File: src/rtl/fft_pkg.sv
// Shared types and helpers for the in-place radix-2 DIT FFT address sequencer.
package fft_pkg;

  typedef enum logic [1:0] {
    IDLE  = 2'd0,
    ISSUE = 2'd1,
    DRAIN = 2'd2,
    DONE  = 2'd3
  } fft_state_t;

  // Cycles from the start-accept edge to the done pulse.
  function automatic int calc_done_lat(input int log2n, input int bf_lat);
    return log2n * ((1 << log2n) / 2 + bf_lat) + 1;
  endfunction

endpackage

File: src/rtl/fft_delay_line.sv
// Fixed-depth shift register aligning write-back strobes and addresses with the
// butterfly output; a synchronous flush empties every stage in one cycle.
module fft_delay_line #(
  parameter int DEPTH = 3,
  parameter int WIDTH = 7
) (
  input  logic             clk,
  input  logic             rst,
  input  logic             flush,
  input  logic [WIDTH-1:0] din,
  output logic [WIDTH-1:0] dout
);

  logic [DEPTH-1:0][WIDTH-1:0] pipe_q, pipe_d;

  always_comb begin
    // NOTE: assign a default to every always_comb output first so no path leaves it unassigned and infers a latch.
    pipe_d = pipe_q;
    if (flush) begin
      pipe_d = '0;
    end else begin
      pipe_d[0] = din;
      for (int i = 1; i < DEPTH; i++) begin
        pipe_d[i] = pipe_q[i-1];
      end
    end
  end

  // NOTE: this is a shallow register pipe, not a RAM, so every stage takes the reset; a deep memory array would not.
  always_ff @(posedge clk or posedge rst) begin
    // NOTE: non-blocking assignments in sequential blocks so every flop samples pre-edge values.
    if (rst) pipe_q <= '0;
    else     pipe_q <= pipe_d;
  end

  assign dout = pipe_q[DEPTH-1];

endmodule

File: src/rtl/fft_addr_ctrl.sv
// Address, twiddle and write-back sequencer for an in-place radix-2 DIT FFT.
// Define FFT_INVERSE_EN to add the inv input and tw_conj output (inverse transform).
module fft_addr_ctrl
  import fft_pkg::*;
#(
  parameter int LOG2N  = 3,
  parameter int BF_LAT = 3
) (
  input  logic             clk,
  input  logic             rst,
  input  logic             start,
  input  logic             abort,
`ifdef FFT_INVERSE_EN
  input  logic             inv,
  output logic             tw_conj,
`endif
  output logic             busy,
  output logic             done,
  output logic [LOG2N-1:0] stage,
  output logic             rd_en,
  output logic [LOG2N-1:0] rd_addr_a,
  output logic [LOG2N-1:0] rd_addr_b,
  output logic [LOG2N-2:0] tw_idx,
  output logic             wr_en,
  output logic [LOG2N-1:0] wr_addr_a,
  output logic [LOG2N-1:0] wr_addr_b
);

  localparam int HALF_N = 1 << (LOG2N - 1);
  localparam int DW     = (BF_LAT > 1) ? $clog2(BF_LAT) : 1;
  localparam int DL_W   = 1 + 2 * LOG2N;

  fft_state_t       state_q, state_d;
  logic [LOG2N-1:0] stage_q, stage_d;
  logic [LOG2N-1:0] j_q, j_d;
  logic [LOG2N-1:0] bf_cnt_q, bf_cnt_d;
  logic [DW-1:0]    drain_cnt_q, drain_cnt_d;
  logic             rd_en_q, rd_en_d;
  logic             busy_q, busy_d;
  logic             done_q, done_d;
  logic [LOG2N-1:0] rd_addr_a_q, rd_addr_a_d;
  logic [LOG2N-1:0] rd_addr_b_q, rd_addr_b_d;
  logic [LOG2N-2:0] tw_idx_q, tw_idx_d;
  logic             accept, flush;

  // Successor of the current butterfly within the stage: step k by 2h, and
  // when k runs past N move to the next twiddle group j.
  logic [LOG2N:0]   h_w, sum_w;
  logic             wrap;
  logic [LOG2N-1:0] j_nxt, a_nxt, tw_shift;

  assign h_w      = (LOG2N+1)'(1) << stage_q;
  assign sum_w    = {1'b0, rd_addr_a_q} + (h_w << 1);
  assign wrap     = sum_w[LOG2N];
  assign j_nxt    = wrap ? j_q + LOG2N'(1) : j_q;
  assign a_nxt    = wrap ? j_nxt : sum_w[LOG2N-1:0];
  assign tw_shift = LOG2N'(LOG2N - 1) - stage_q;

  assign accept = (state_q == IDLE) && start && !abort;
  assign flush  = abort && (state_q != IDLE);

  always_comb begin
    state_d     = state_q;
    stage_d     = stage_q;
    j_d         = j_q;
    bf_cnt_d    = bf_cnt_q;
    drain_cnt_d = drain_cnt_q;
    rd_en_d     = 1'b0;
    rd_addr_a_d = rd_addr_a_q;
    rd_addr_b_d = rd_addr_b_q;
    tw_idx_d    = tw_idx_q;
    busy_d      = busy_q;
    done_d      = 1'b0;

    unique case (state_q)
      IDLE: begin
        if (accept) begin
          state_d     = ISSUE;
          stage_d     = '0;
          j_d         = '0;
          bf_cnt_d    = '0;
          rd_en_d     = 1'b1;
          rd_addr_a_d = '0;
          rd_addr_b_d = LOG2N'(1);
          tw_idx_d    = '0;
          busy_d      = 1'b1;
        end
      end

      ISSUE: begin
        if (bf_cnt_q == LOG2N'(HALF_N - 1)) begin
          state_d     = DRAIN;
          drain_cnt_d = '0;
        end else begin
          bf_cnt_d    = bf_cnt_q + LOG2N'(1);
          j_d         = j_nxt;
          rd_en_d     = 1'b1;
          rd_addr_a_d = a_nxt;
          rd_addr_b_d = a_nxt + h_w[LOG2N-1:0];
          tw_idx_d    = (LOG2N-1)'(j_nxt << tw_shift);
        end
      end

      DRAIN: begin
        if (drain_cnt_q == DW'(BF_LAT - 1)) begin
          if (stage_q == LOG2N'(LOG2N - 1)) begin
            state_d = DONE;
            done_d  = 1'b1;
          end else begin
            state_d     = ISSUE;
            stage_d     = stage_q + LOG2N'(1);
            j_d         = '0;
            bf_cnt_d    = '0;
            rd_en_d     = 1'b1;
            rd_addr_a_d = '0;
            rd_addr_b_d = LOG2N'(h_w << 1);
            tw_idx_d    = '0;
          end
        end else begin
          drain_cnt_d = drain_cnt_q + DW'(1);
        end
      end

      DONE: begin
        state_d     = IDLE;
        busy_d      = 1'b0;
        stage_d     = '0;
        rd_addr_a_d = '0;
        rd_addr_b_d = '0;
        tw_idx_d    = '0;
      end

      default: state_d = IDLE;
    endcase

    // Cancel wins over everything, including a simultaneous done.
    if (flush) begin
      state_d     = IDLE;
      rd_en_d     = 1'b0;
      busy_d      = 1'b0;
      done_d      = 1'b0;
      stage_d     = '0;
      rd_addr_a_d = '0;
      rd_addr_b_d = '0;
      tw_idx_d    = '0;
    end
  end

  always_ff @(posedge clk or posedge rst) begin
    if (rst) begin
      state_q     <= IDLE;
      stage_q     <= '0;
      j_q         <= '0;
      bf_cnt_q    <= '0;
      drain_cnt_q <= '0;
      rd_en_q     <= 1'b0;
      rd_addr_a_q <= '0;
      rd_addr_b_q <= '0;
      tw_idx_q    <= '0;
      busy_q      <= 1'b0;
      done_q      <= 1'b0;
    end else begin
      state_q     <= state_d;
      stage_q     <= stage_d;
      j_q         <= j_d;
      bf_cnt_q    <= bf_cnt_d;
      drain_cnt_q <= drain_cnt_d;
      rd_en_q     <= rd_en_d;
      rd_addr_a_q <= rd_addr_a_d;
      rd_addr_b_q <= rd_addr_b_d;
      tw_idx_q    <= tw_idx_d;
      busy_q      <= busy_d;
      done_q      <= done_d;
    end
  end

  logic [DL_W-1:0] wb_data;

  fft_delay_line #(
    .DEPTH (BF_LAT),
    .WIDTH (DL_W)
  ) u_delay (
    .clk   (clk),
    .rst   (rst),
    .flush (flush),
    .din   ({rd_en_q, rd_addr_a_q, rd_addr_b_q}),
    .dout  (wb_data)
  );

  assign wr_en     = wb_data[DL_W-1];
  assign wr_addr_a = wb_data[2*LOG2N-1:LOG2N];
  assign wr_addr_b = wb_data[LOG2N-1:0];

`ifdef FFT_INVERSE_EN
  // Direction is captured at accept so a mid-run toggle of inv has no effect.
  logic inv_q, inv_d, tw_conj_q, tw_conj_d;

  always_comb begin
    inv_d     = accept ? inv : inv_q;
    tw_conj_d = rd_en_d & inv_d;
  end

  always_ff @(posedge clk or posedge rst) begin
    if (rst) begin
      inv_q     <= 1'b0;
      tw_conj_q <= 1'b0;
    end else begin
      inv_q     <= inv_d;
      tw_conj_q <= tw_conj_d;
    end
  end

  assign tw_conj = tw_conj_q;
`endif

  assign busy      = busy_q;
  assign done      = done_q;
  assign stage     = stage_q;
  assign rd_en     = rd_en_q;
  assign rd_addr_a = rd_addr_a_q;
  assign rd_addr_b = rd_addr_b_q;
  assign tw_idx    = tw_idx_q;

endmodule

File: config.mk
export PLATFORM = sky130hd
export DESIGN_NAME = fft_addr_ctrl
export DESIGN_NICKNAME = d
export VERILOG_FILES = /design/src/rtl/fft_pkg.sv /design/src/rtl/fft_delay_line.sv /design/src/rtl/fft_addr_ctrl.sv
export SDC_FILE = /design/constraint.sdc
export NUM_CORES = 1
export LEC_CHECK = 0
export BUFFER_PORTS_ARGS = -buffer_cell sky130_fd_sc_hd__buf_4
export CORE_UTILIZATION = 55
export DETAILED_ROUTE_END_ITERATION = 10
export PLACE_DENSITY_LB_ADDON = 0.15
export SLEW_MARGIN = 15
export SYNTH_ARGS = -nofsm -noshare
export SYNTH_HDL_FRONTEND = slang
export SYNTH_SLANG_ARGS = --single-unit
File: constraint.sdc
create_clock -name clk -period 8.3 [get_ports clk]
set_input_delay 0.83 -clock clk [delete_from_list [all_inputs] [get_ports clk]]
set_output_delay 0.83 -clock clk [all_outputs]
set_load 0.1 [all_outputs]
==> results of run 1 <==
==> worst min path at each step <==
stage                                   end  slack [ps]  depth (start not counted)
final                       u_delay.dout[3]         450                          1
after floorplan             u_delay.dout[0]         430                          1
after detailed placement    u_delay.dout[3]         440                          1
after global routing        u_delay.dout[1]         480                          1
after global placement    u_delay.pipe_q[9]         430                          1
after CTS                   u_delay.dout[3]         450                          1
==> flip-flops by register name, indices dropped and copies added (netlist names) <==
name / flops
rd_en: 1
u_delay.pipe_q: 14
bf_cnt_q: 3
state_q: 2
stage: 3
u_delay.dout: 7
rd_addr_a: 3
j_q: 3
drain_cnt_q: 2
tw_idx: 2
rd_addr_b: 3
done: 1
busy: 1
==> cells in the mapped netlist, drive strengths merged <==
library cell	n	share of area [%]
nor2	11	1.9
nand2b	2	1.2
nor4b	1	0.39
ha	10	5.6
a211oi	2	0.67
clkbuf	3	0.51
and2b	2	0.67
or2	3	0.84
dfrtp	45	51
o32ai	1	0.39
a32oi	1	0.39
o31ai	2	0.67
a22o	3	1.2
and2	20	5.6
or4	2	0.67
buf	12	3.9
a21boi	3	1.0
nor2b	5	1.4
o41ai	1	0.39
o2bb2ai	2	0.79
nand2	15	2.5
xnor2	6	2.7
inv	11	1.9
o21ai	11	2.6
a21oi	8	2.0
fa	2	1.8
mux2i	3	1.3
a21o	1	0.34
xor2	2	0.79
nor3	1	0.22
mux2	1	0.51
a311oi	1	0.39
a32o	2	0.90
nand3	4	0.90
a22oi	3	1.0
a221oi	1	0.67
o21a	1	0.67
==> cells by family after synthesis <==
group | synth area share, %
mux | 1.85
compound gates | 14.1
flops | 50.6
buf+inv | 6.24
xor+xnor | 3.48
simple gates | 16.3
fa+ha+maj | 7.42
==> power by group through the flow <==
stage                     Clock, mW  Sequential (mW)  Combinational, mW
after detailed placement          0            0.287              0.257
after floorplan                   0            0.354              0.144
after CTS                     0.161            0.283              0.258
after global routing          0.169            0.288              0.274
after global placement            0            0.284              0.251
final                         0.157            0.283              0.256
==> cell usage in the layout, fill, tap and decap left out, types with 5 or more instances in the layout <==
cell type	n
ha_1	10
nor2b_1	5
xnor2_1	5
and2_1	20
clkbuf_8	5
o21ai_0	10
nand2_1	15
nor2_1	11
inv_1	10
a21oi_1	7
dfrtp_1	45
buf_4	26
==> routing by layer <==
layer / up-vias / part of all wire [%] / GRT usage (%)
li1: 721 / - / -
met1: 755 / 43 / 26.9
met2: 36 / 51 / 37.0
met3: 7 / 3.7 / 5.21
met4: 0 / 1.3 / 8.15
met5: - / 0 / 0
==> worst max-delay path: stages (launching register included) <==
cell and delay, ps:
dfrtp_1 490, inv_1 140, ha_1 210, nor2b_1 160, ha_1 210, fa_1 440, xnor2_2 370, nor2_1 90
a21oi_1 200, ha_1 190, inv_1 50, fa_1 380, xnor2_1 200, nor2b_1 180, mux2i_1 100, a221oi_2 230
==> per-stage QoR <==
step	std cells	power (mW)	util, %	hold slack (ps)	instance area (sq um)
floorplan	204	0.497	-	428	2230
global placement	263	0.535	63.2	429	2380
detailed placement	263	0.544	63.2	436	2380
CTS	270	0.701	66.0	454	2490
global route	270	0.731	66.0	479	2490
finish	270	0.696	66.0	450	2490
==> final cells by class <==
class / count / area (sq um) / share of cell area [%]
flip-flops and latches: 45 / 1130 / 45.2
multi-input cells: 133 / 962 / 38.7
repair buffers: 26 / 195 / 7.84
clock buffers: 5 / 68.8 / 2.77
well taps: 48 / 60.1 / 2.41
inverters: 11 / 41.3 / 1.66
clock inverters: 2 / 35.0 / 1.41
==> impl_summary.log, run 1 <==
INFO  metric power.internal = 0.413 mW
INFO  metric die_width = 65.6 um
INFO  metric swShare = 40.7%
INFO  metric power.density = 280 mW/mm^2
INFO  metric period_share = 45.0%
INFO  metric layout_area_growth_over_synthesis = 11.7%
INFO  metric drt-pass1-iter-count = 4
INFO  metric worst-endpoint-required = 8500 ps
INFO  metric synth_fp_nets = 220
INFO  metric post_cts.resized_instances = 0
INFO  metric synth_area = 0.00223 sq mm
INFO  metric ant_nets = 0
INFO  metric clock_power_share = 22.5%
INFO  metric setup_viol = 0
INFO  metric clock_tree.root_cell = clkbuf_8
INFO  metric setup.worst_path.end = rd_addr_b[2]
INFO  metric fillerInstances = 311
INFO  metric maxSlewViolCount = 0
INFO  metric worst_setup_path_end_kind = register
INFO  metric first_iter_violations = 107
INFO  metric worstHoldPathType = register to register
INFO  metric synth_cell_type_count = 44
INFO  metric worst-r2r-setup-slack = 4560 ps
INFO  metric relSlewSlack = 48.0%
INFO  metric hp-start = u_delay.pipe_q[10]
INFO  metric dieArea = 0.00431 sq mm
INFO  metric clock_sinks = 45
INFO  metric io-pin-count = 25
INFO  metric leakagePower = 1.17 nW
INFO  metric critical_path.startpoint_type = register
INFO  metric grt_setup_unrepaired = false
INFO  metric postCtsSetupRepairBufs = 0
INFO  metric grt_overflow = 0
INFO  metric ctsLongestPathBuffers = 2
INFO  metric final.setup.tns = 0 ps
INFO  metric regToRegStartpoint = stage[0]
INFO  metric dpl_worst_slack = 4640 ps
INFO  metric first_pass_grt_wire_length = 7090 um
INFO  metric timing.fmax = 268 MHz
INFO  metric post_route_cells_drive_above_1_share = 19.4%
INFO  metric place.gp.congestion = 0.843
INFO  metric drt_drc_violations_left = 0
INFO  metric routed_via_density = 5.63
INFO  metric grt_usage = 21.9%
INFO  metric placementRows = 22
INFO  metric synth_seq_cells = 45
INFO  metric outcome = complete, no violations
INFO  metric routed-via-count = 1519
INFO  metric number_of_warning_messages_in_the_yosys_log = 0
INFO  metric design.final.nets = 238
INFO  metric tightest_slew = 779 ps
INFO  metric r2r_cells = 15
INFO  metric r2r_end = rd_addr_b[2]
INFO  metric synth_seq_area_share = 50.6%
INFO  metric floorplan.core_area = 0.00377 sq mm
INFO  metric cts_made_buffers = 5
INFO  metric net-switching-power = 0.283 mW
INFO  metric grt_max_degree = 26
INFO  metric synthesis.area_per_instance = 10.9 sq um
INFO  metric period_needed = 3740 ps
INFO  metric maxCapViolCount = 0
INFO  metric timing_worst_setup_path_type = register to register
INFO  metric buffer_ports.inserted = 24
INFO  metric part_of_the_power_in_combinational_logic = 36.8%
INFO  metric postSynthCellCount = 204
INFO  metric insertion_delay = 300 ps
INFO  metric critPathMaxFanout = 8
INFO  metric routedWlPerCell = 15.2 um
INFO  metric hold_violation_count_in_the_final_report = 0
INFO  metric diodes = 0
INFO  metric floorplan.initialDensity = 59.1%
INFO  metric htree_levels = 2
INFO  metric first_global_vias = 1554
INFO  metric dp_hpwl = 3010 um
INFO  metric clkTransAtPathRegs = 80 ps
INFO  metric p_seq_share = 40.6%
INFO  metric cp_data_arrival_time = 3940 ps
INFO  metric worst_ir_drop_vdd = 0.000118 V
INFO  metric setup_ws = 4560 ps
INFO  metric wl = 4090 um
INFO  metric number_of_antenna_violations_at_the_first_check_in_global_routing = 0
INFO  metric critPathLaunch = stage[0]
INFO  metric cts-hold-fix-buffers = 0
INFO  metric height_of_the_chip = 65.6 um
INFO  metric timing.clock.skew = 7.95 ps
INFO  metric cts_tree = yes
(Power assumes the default switching activity.)
==> run 2: changes to the inputs <==
--- a/config.mk
+++ b/config.mk
@@ -5,6 +5,7 @@
 export SDC_FILE = /design/constraint.sdc
 export NUM_CORES = 1
 export LEC_CHECK = 0
+export ABC_AREA = 1
 export BUFFER_PORTS_ARGS = -buffer_cell sky130_fd_sc_hd__buf_4
 export CORE_UTILIZATION = 55
 export DETAILED_ROUTE_END_ITERATION = 10
==> constraint.sdc (replaced) <==
create_clock -name clk -period 3.7 [get_ports clk]
set_input_delay 0.37 -clock clk [delete_from_list [all_inputs] [get_ports clk]]
set_output_delay 0.37 -clock clk [all_outputs]
set_load 0.1 [all_outputs]
==> impl_summary.log, run 2 <==
INFO  metric worst-r2r-setup-slack = 490 ps (-4080 ps)
INFO  metric number_of_warning_messages_in_the_yosys_log = 0 (unchanged)
INFO  metric cts-hold-fix-buffers = 0 (unchanged)
INFO  metric hold_violation_count_in_the_final_report = 0 (unchanged)
INFO  metric setup_viol = 0 (unchanged)
INFO  metric maxSlewViolCount = 0 (unchanged)
INFO  metric relSlewSlack = 64.1% (+16 points)
INFO  metric synth_async_sr_flop_share = 100% (unchanged)
INFO  metric ys_top_cells_by_area = dfrtp_1 (52%), inv_1 (8.1%), nand2_1 (7.6%)
INFO  metric floorplan.initialDensity = 58.6% (-0.51 points)
INFO  metric drt-pass1-iter-count = 4 (unchanged)
INFO  metric area.sequential = 0.00113 sq mm (+0.22%)
INFO  metric layout_area_growth_over_synthesis = 14.1%
INFO  metric final.setup.tns = 0 ps (unchanged)
INFO  metric power.internal = 1.15 mW (+180%)
INFO  metric grt_setup_unrepaired = false
INFO  metric grt_usage = 21.8% (-0.039 points)
INFO  metric synth_ff_type = dfrtp_1
INFO  metric clock_power_share = 15.3% (-7.2 points)
INFO  metric drt_drc_violations_left = 0 (unchanged)
INFO  metric fillerInstances = 325 (+4.5%)
INFO  metric synth_area_leader_cell = dfrtp_1
INFO  metric synth_seq_cells = 45 (unchanged)
INFO  metric clock_tree.root_cell = clkbuf_8
INFO  metric tightest_slew = 538 ps (-241 ps)
INFO  metric place.gp.congestion = 0.854 (+1.3%)
INFO  metric cp_data_arrival_time = 3460 ps (-480 ps)
INFO  metric first_iter_violations = 69 (-36%)
INFO  metric routedWlPerCell = 12.0 um (-21%)
INFO  metric dieArea = 0.00421 sq mm (-2.2%)
INFO  metric crit_top_cell = inv_1
INFO  metric timing_worst_setup_path_type = register to register
INFO  metric part_of_the_power_in_combinational_logic = 53.8% (+17 points)
INFO  metric regToRegStartpoint = stage[0]
INFO  metric wl = 3870 um (-5.5%)
INFO  metric grt_overflow = 0 (unchanged)
INFO  metric timing.fmax = 311 MHz (+16%)
INFO  metric number_of_enable_flip_flop_cells_after_synthesis = 0 (unchanged)
INFO  metric die_width = 64.9 um (-1.1%)
INFO  metric worst_setup_path_end_kind = register
INFO  metric timing.clock.skew = 3.92 ps (-4.03 ps)
INFO  metric synth_fp_nets = 266 (+21%)
INFO  metric swShare = 50.1% (+9.5 points)
INFO  metric period_needed = 3210 ps (-524 ps)
INFO  metric critPathMaxFanout = 6 (-2)
INFO  metric synth_seq_area_share = 51.8% (+1.2 points)
INFO  metric insertion_delay = 300 ps (about the same)
INFO  metric final_common_cell = inv_1
INFO  metric post_synth_most_frequent_cells = inv_1 (47), dfrtp_1 (45), nand2_1 (44)
INFO  metric r2r_end = rd_addr_b[2]
INFO  metric first_global_vias = 1540 (-0.90%)
INFO  metric net-switching-power = 1.15 mW (+310%)
INFO  metric post_cts.resized_instances = 0 (unchanged)
INFO  metric cts_tree = yes
INFO  metric critical_path.startpoint_type = register
INFO  metric clock_sinks = 45 (unchanged)
INFO  metric layout_common_cells = inv_1 (46), nand2_1 (44), dfrtp_1 (43)
INFO  metric htree_levels = 2 (unchanged)
INFO  metric worst_ir_drop_vdd = 0.000523 V (+340%)
INFO  metric maxCapViolCount = 0 (unchanged)
INFO  metric largest-register = u_delay.pipe_q
INFO  metric dpl_worst_slack = 510 ps (-4130 ps)
INFO  metric setup_ws = 487 ps (-4080 ps)
INFO  metric worstHoldPathType = input port to asynchronous set/reset pin
INFO  metric synth_cell_type_count = 29 (-34%)
INFO  metric routed-via-count = 1585 (+4.3%)
INFO  metric number_of_antenna_violations_at_the_first_check_in_global_routing = 0 (unchanged)
INFO  metric diodes = 0 (unchanged)
INFO  metric multi_input_area = 803 sq um (-17%)
INFO  metric ant_nets = 0 (unchanged)
INFO  metric leakagePower = 1.33 nW (+14%)
INFO  metric outcome = complete, no violations
INFO  metric slowest_stage = dfrtp_2
INFO  metric grt_max_degree = 46 (+77%)
INFO  metric io-pin-count = 25 (unchanged)
INFO  metric post-synth-top-count-cell = inv_1
INFO  metric r2r_cells = 25 (+10)
INFO  metric ctsLongestPathBuffers = 2 (unchanged)
INFO  metric synth_area = 0.00218 sq mm (-2.3%)
INFO  metric synth_top_area_share = 51.8% (+1.2 points)
INFO  metric postCtsSetupRepairBufs = 0 (unchanged)
INFO  metric p_seq_share = 30.9% (-9.7 points)
INFO  metric largest_reg_flops = 14 (unchanged)
INFO  metric post_route_cells_drive_above_1_share = 18.2% (-1.2 points)
INFO  metric post_layout_power = 2.30 mW (+230%)
INFO  metric power.density = 926 mW/mm^2 (+230%)
INFO  metric postSynthCellCount = 250 (+23%)
INFO  metric height_of_the_chip = 64.9 um (-1.1%)
INFO  metric buffer_ports.inserted = 24 (unchanged)
INFO  metric synthesis.area_per_instance = 8.70 sq um (-20%)
INFO  metric routed_via_density = 4.91 (-13%)
INFO  metric cts_made_buffers = 5 (unchanged)
INFO  metric clkTransAtPathRegs = 80 ps (about the same)
INFO  metric first_pass_grt_wire_length = 6710 um (-5.4%)
INFO  metric slowest_delay = 410 ps (-80 ps)
INFO  metric placementRows = 22 (unchanged)
INFO  metric dp_hpwl = 2820 um (-6.3%)
INFO  metric floorplan.core_area = 0.00372 sq mm (-1.5%)
INFO  metric design.final.nets = 291 (+22%)
INFO  metric period_share = 86.8% (+42 points)
INFO  metric worst-endpoint-required = 3940 ps (-4560 ps)
[run 2: cell type report]
cell class	instances	share of cell area (%)
clock inverters	2	1.41
multi-input cells	146	32.4
repair buffers	26	7.86
inverters	51	7.71
well taps	48	2.42
clock buffers	5	2.77
flip-flops and latches	45	45.5
[run 2: per-stage QoR]
| step | area [sq um] | util, % | hold WS (ps) | std cells |
|---|---|---|---|---|
| 2_1_floorplan | 2180 | - | 448 | 250 |
| 3_3_place_gp | 2380 | 64.0 | 450 | 316 |
| 3_5_place_dp | 2380 | 64.0 | 462 | 316 |
| 4_1_cts | 2480 | 66.8 | 214 | 323 |
| 5_1_grt | 2480 | 66.8 | 253 | 323 |
| 6_report | 2480 | 66.8 | 197 | 323 |
[run 2: cells by family after synthesis]
| family | synth area share (%) |
|---|---|
| adder cells (fa/ha/maj) | 7.59 |
| flip-flops | 51.8 |
| XOR/XNOR | 0.403 |
| AND/OR/NAND/NOR | 20.4 |
| buffers and inverters | 11.3 |
| AO/OA/AOI/OAI | 8.05 |
| multiplexers | 0.518 |
[run 2: power groups by stage]
stage	Sequential [mW]	Combinational (mW)	Clock [mW]
after detailed placement	0.720	1.23	0
after floorplan	1.01	0.693	0
after CTS	0.711	1.24	0.364
after global placement	0.717	1.22	0
final	0.711	1.24	0.351
after global routing	0.727	1.37	0.377
[run 2: how the worst max path moves through the flow]
stage / startpoint / cells after the start / to / slack [ps]
floorplan: stage[0] / 25 / rd_addr_b[2] / 190
global placement: stage[0] / 25 / rd_addr_b[2] / 620
detailed placement: stage[0] / 25 / rd_addr_b[2] / 510
CTS: stage[0] / 25 / rd_addr_b[2] / 500
global route: stage[0] / 25 / rd_addr_b[2] / 180
finish: stage[0] / 25 / rd_addr_b[2] / 490
[run 2: worst max-delay path, delay by kind of cell, from the launching register on]
kind / cells / cell delay [ps]
adders and majority gates: 5 / 1310
and+or+nand+nor: 11 / 780
buffers and inverters: 8 / 560
DFF: 1 / 410
AOI/OAI and AO/OA: 1 / 110
[run 2: per-layer routing]
layer / global-route usage [%] / share of wire, % / up-vias
met4: 10.8 / 2.1 / 0
met5: 0 / 0 / -
met3: 5.81 / 5.1 / 7
li1: - / - / 809
met1: 25.2 / 45 / 731
met2: 37.1 / 48 / 38
